### src/rtl/pid_controller.sv
// pid_controller: time-multiplexed PID speed loop producing a saturated PWM duty word.
// Define PID_ANTIWINDUP_EN to clamp the integrator at +/-INT_LIMIT instead of wrapping.
module pid_controller #(
   parameter int DATA_WIDTH = 16,
   parameter int OUT_WIDTH = 8,
   parameter int INT_WIDTH = 20,
`ifdef PID_ANTIWINDUP_EN
   parameter int INT_LIMIT = 65535,
`endif
   parameter int FRAC_BITS = 4
) (
   input logic clk,
   input logic reset,
   input logic sample_valid,
   input logic [DATA_WIDTH-1:0] period_speed,
   input logic [DATA_WIDTH-1:0] setpoint_period,
   input logic tuning_done,
   input logic [7:0] Kp,
   input logic [7:0] Ki,
   input logic [6:0] Kd,
   output logic [OUT_WIDTH-1:0] duty,
   output logic duty_valid,
   output logic busy,
   output logic overrun
);
   localparam int EW = DATA_WIDTH + 1;
   localparam int DW = DATA_WIDTH + 2;
   localparam int MW = INT_WIDTH > DW ? INT_WIDTH : DW;
   localparam int AW = MW + 11;
   typedef enum logic [2:0] {IDLE, ERR, MUL_P, MUL_I, MUL_D, SUM, OUT} state_t;
   state_t state_q;
   logic signed [DATA_WIDTH-1:0] pv_q, sp_q;
   logic tuned_q;
   logic [7:0] kp_q, ki_q;
   logic [6:0] kd_q;
   logic signed [EW-1:0] e_q, e_prev_q, e_d;
   logic signed [DW-1:0] de_q;
   logic signed [INT_WIDTH-1:0] integ_q, integ_d;
   logic signed [AW-1:0] acc_q, u_q;
   logic [7:0] gain;
   logic signed [MW-1:0] mul_x;
   logic signed [MW+8:0] prod;
   logic [OUT_WIDTH-1:0] duty_d;

   assign e_d = EW'(pv_q) - EW'(sp_q);
`ifdef PID_ANTIWINDUP_EN
   localparam logic signed [INT_WIDTH:0] LIM = (INT_WIDTH+1)'(INT_LIMIT);
   logic signed [INT_WIDTH:0] isum;
   assign isum = (INT_WIDTH+1)'(integ_q) + (INT_WIDTH+1)'(e_d);
   assign integ_d = isum > LIM ? INT_WIDTH'(LIM) : isum < -LIM ? INT_WIDTH'(-LIM) : isum[INT_WIDTH-1:0];
`else
   assign integ_d = integ_q + INT_WIDTH'(e_d);
`endif

   // One multiplier shared by the three gain terms; integ_q already holds this sample's value in MUL_I.
   always_comb begin
      gain = state_q == MUL_P ? kp_q : state_q == MUL_I ? ki_q : {1'b0, kd_q};
      mul_x = state_q == MUL_P ? MW'(e_q) : state_q == MUL_I ? MW'(integ_q) : MW'(de_q);
      prod = (MW+9)'($signed({1'b0, gain})) * (MW+9)'(mul_x);
   end

   assign duty_d = u_q[AW-1] ? '0 : |u_q[AW-2:OUT_WIDTH] ? '1 : u_q[OUT_WIDTH-1:0];

   always_ff @(posedge clk) begin
      if (reset) begin
         state_q <= IDLE;
         duty <= '0;
         duty_valid <= 1'b0;
         busy <= 1'b0;
         overrun <= 1'b0;
         integ_q <= '0;
         e_prev_q <= '0;
         acc_q <= '0;
      end else begin
         duty_valid <= 1'b0;
         overrun <= sample_valid && state_q != IDLE;
         case (state_q)
            IDLE: if (sample_valid) begin
               pv_q <= period_speed;
               sp_q <= setpoint_period;
               tuned_q <= tuning_done;
               kp_q <= tuning_done ? Kp : '0;
               ki_q <= tuning_done ? Ki : '0;
               kd_q <= tuning_done ? Kd : '0;
               busy <= 1'b1;
               state_q <= ERR;
            end
            ERR: begin
               e_q <= e_d;
               de_q <= DW'(e_d) - DW'(e_prev_q);
               e_prev_q <= e_d;
               integ_q <= tuned_q ? integ_d : '0;
               state_q <= MUL_P;
            end
            MUL_P: begin
               acc_q <= AW'(prod);
               state_q <= MUL_I;
            end
            MUL_I: begin
               acc_q <= acc_q + AW'(prod);
               state_q <= MUL_D;
            end
            MUL_D: begin
               acc_q <= acc_q + AW'(prod);
               state_q <= SUM;
            end
            SUM: begin
               u_q <= acc_q >>> FRAC_BITS;
               state_q <= OUT;
            end
            OUT: begin
               duty <= duty_d;
               duty_valid <= 1'b1;
               busy <= 1'b0;
               state_q <= IDLE;
            end
            default: state_q <= IDLE;
         endcase
      end
   end
endmodule
### config.mk
export PLATFORM = sky130hd
export DESIGN_NAME = pid_controller
export DESIGN_NICKNAME = d
export VERILOG_FILES = /design/src/rtl/pid_controller.sv
export SDC_FILE = /design/constraint.sdc
export NUM_CORES = 1
export LEC_CHECK = 0
export CORE_AREA = 2 2 207 209
export CTS_CLUSTER_SIZE = 14
export DETAILED_ROUTE_END_ITERATION = 7
export DIE_AREA = 0 0 209 211
export GPL_ROUTABILITY_DRIVEN = 0
export PLACE_DENSITY = 0.53
export SLEW_MARGIN = 20
export SYNTH_ARGS = -nofsm -noshare
export SYNTH_HDL_FRONTEND = slang
export SYNTH_SLANG_ARGS = --single-unit
### constraint.sdc
create_clock -name clk -period 25.8 [get_ports clk]
set_clock_uncertainty 0.05 [all_clocks]
set_input_delay 3.87 -clock clk [delete_from_list [all_inputs] [get_ports clk]]
set_output_delay 3.87 -clock clk [all_outputs]
set_load 0.01 [all_outputs]
==> results.ini <==
[outcome]
status=finished clean

[finish]
nNetsFinal=2160
n_antenna_cell=0
final_common_cell=inv_1
mostFrequentLayoutCells=inv_1 (250), nand2_1 (190), nor2_1 (162)
areaGrowthSynthToFinish_pct=11.1
fillers=4076
drive_above_1_share_pct=4.02

[critical_path]
cp_max_fo=68
path_class=flop to flop
worstSetupStartpointType=flop
end_kind=flop
r2r_end=acc_q[26]
cp.required_ns=26.09
arrival_ns=8.98
reg2regPathDepth=30
rr_startpoint=state_q[2]
cpMaxStageDelayCell=fa_1
slowest_delay_ns=0.57
rrSetupSlack_ns=17.11

[sta]
layout_setup_ws_ns=17.11
min_period_ns=8.69
rsz0062_at_grt=no
fmax_mhz=115
slew-limit-headroom_pct=32.0
maxSlewViolCount=0
post-route-period-util_pct=33.7
final.setup.tns_ns=0
tightest_slew_ns=1.02
setup_violations=0
timing_hold_violations_final=0

[global_route]
grt_overflow=0
grt_pass1_wl_microns=61500
grt_pass1_vias=12422
antenna_found_initial=0
grt_use_total_pct=17.4
grt_max_degree=69

[clocking]
clock_latency_ns=0.47
htreeDepth=4
cts_hold_buf=0
cts_resized=0
clock_path_buffers=2
cts_made_buffers=17
cts_tree=built
postCtsSetupRepairBufs=0
path_clk_slew_ns=0.07
root_buffer=clkbuf_16
cts_sinks=200

[die]
die_x_microns=209
die_h_microns=211
num_io_pins=70
std_cell_rows=75
die_area_sq_um=44100
fp.coreArea_sq_um=41800
initial_utilization_pct=39.5

[placement]
place_hpwl_microns=28900
io_buffer_count=69
place_ws_ns=17.20

[drt]
final_antenna_net_count=0
drt-total-wl_microns=36300
drt_first_pass_iters=5
post_drt_via_cell_ratio=5.07
drc=0
via_count=12045
wire_per_inst_microns=15.3
drt-initial-drc-count=602

[logic_synthesis]
async_reset_ff_share_pct=0
syn_area_sq_um=16500
yosysSeqAreaShare_pct=31.4
synth.avg_cell_area_sq_um=9.29
synth_nets=2110
ys.warnings.count=0
ys_types=71
ys_ff_latch=200
syn_inst=1776
yosys_most_used_dff=edfxtp_1
synth_edf_count=118

[hold_path]
whs_path_depth=2
hold_end=e_prev_q[3]
min-delay-start=e_prev_q[3]
holdCritPathClass=flop to flop

[flow_run]
maxCapViolCount=0

-- cells in the mapped netlist, types with 11 or more instances --
cell type	count	area, sq um
a211oi_1	12	90.1
a21o_1	33	248
a21oi_1	120	601
a22oi_1	19	143
a31oi_1	11	68.8
and2_1	28	175
clkbuf_1	46	173
dfxtp_1	82	1640
edfxtp_1	118	3540
fa_1	130	2600
ha_1	145	1810
inv_1	250	938
mux2i_1	24	240
nand2_1	190	713
nand2b_1	13	81.3
nand3_1	18	90.1
nor2_1	163	612
nor2b_1	21	131
nor3_1	26	130
o21a_1	23	173
o21ai_0	59	295
o21ai_1	14	70.1
xnor2_1	57	499
xor2_1	34	298
-- worst max-delay path: cells and delay by family, from the launching register on --
kind | cells | cell delay (ns)
flops | 1 | 0.50
compound gates | 13 | 3.22
buf+inv | 4 | 0.63
xor+xnor | 2 | 0.25
fa+ha+maj | 6 | 2.79
simple gates | 5 | 1.08
-- cells by family after synthesis --
kind of cell / synth area share [%]
DFF: 31.4
adders and majority gates: 26.8
and+or+nand+nor: 13.9
buffers and inverters: 6.89
muxes: 1.46
AOI/OAI and AO/OA: 14.7
xor gates and xnor gates: 4.93
-- area by class of cell --
cell class              instances  area, sq um  share of cell area (%)
multi-input cells            1273        10200                    55.6
flip-flops and latches        200         5190                    28.3
inverters                     250          938                    5.12
repair buffers                 84          798                    4.35
well taps                     539          674                    3.68
clock buffers                  21          450                    2.46
clock inverters                11         92.6                   0.505
-- metal layers --
layer  GRT usage (%)  routed length (microns)  vias to the layer above
met2            30.7                    17800                      170
li1                -                        -                     6113
met5               0                        0                        -
met4            5.32                      726                        0
met1            22.1                    17000                     5721
met3            2.71                      853                       41
-- worst max path at each step --
stage / from / slack (ns) / endpoint / depth (start not counted)
final: state_q[2] / 17.11 / acc_q[26] / 30
after CTS: state_q[2] / 17.12 / acc_q[26] / 30
after global placement: state_q[2] / 17.39 / acc_q[26] / 30
after global routing: state_q[2] / 16.29 / acc_q[30] / 32
after floorplan: state_q[0] / 17.66 / acc_q[26] / 31
after detailed placement: state_q[2] / 17.20 / acc_q[26] / 30
-- state kept, by name (all words and copies together), names as in the netlist, 7 cells and up --
name	count
e_q	17
pv_q	16
acc_q	31
duty	8
kd_q	7
sp_q	16
integ_q	20
kp_q	8
de_q	18
u_q	27
e_prev_q	17
ki_q	8
-- per-stage QoR --
| stage | instance area [sq um] | cells | utilization (%) | hold slack (ns) |
|---|---|---|---|---|
| after CTS | 18300 | 2378 | 43.9 | 0.407 |
| after floorplan | 16500 | 1776 | - | 0.381 |
| after global placement | 17800 | 2346 | 42.6 | 0.392 |
| final | 18300 | 2378 | 43.9 | 0.407 |
| after global routing | 18300 | 2378 | 43.9 | 0.424 |
| after detailed placement | 17800 | 2346 | 42.6 | 0.397 |
Power is left out: the tool's default activity adds up to more than one toggle a clock period on the data nets, which glitch-free logic cannot reach.
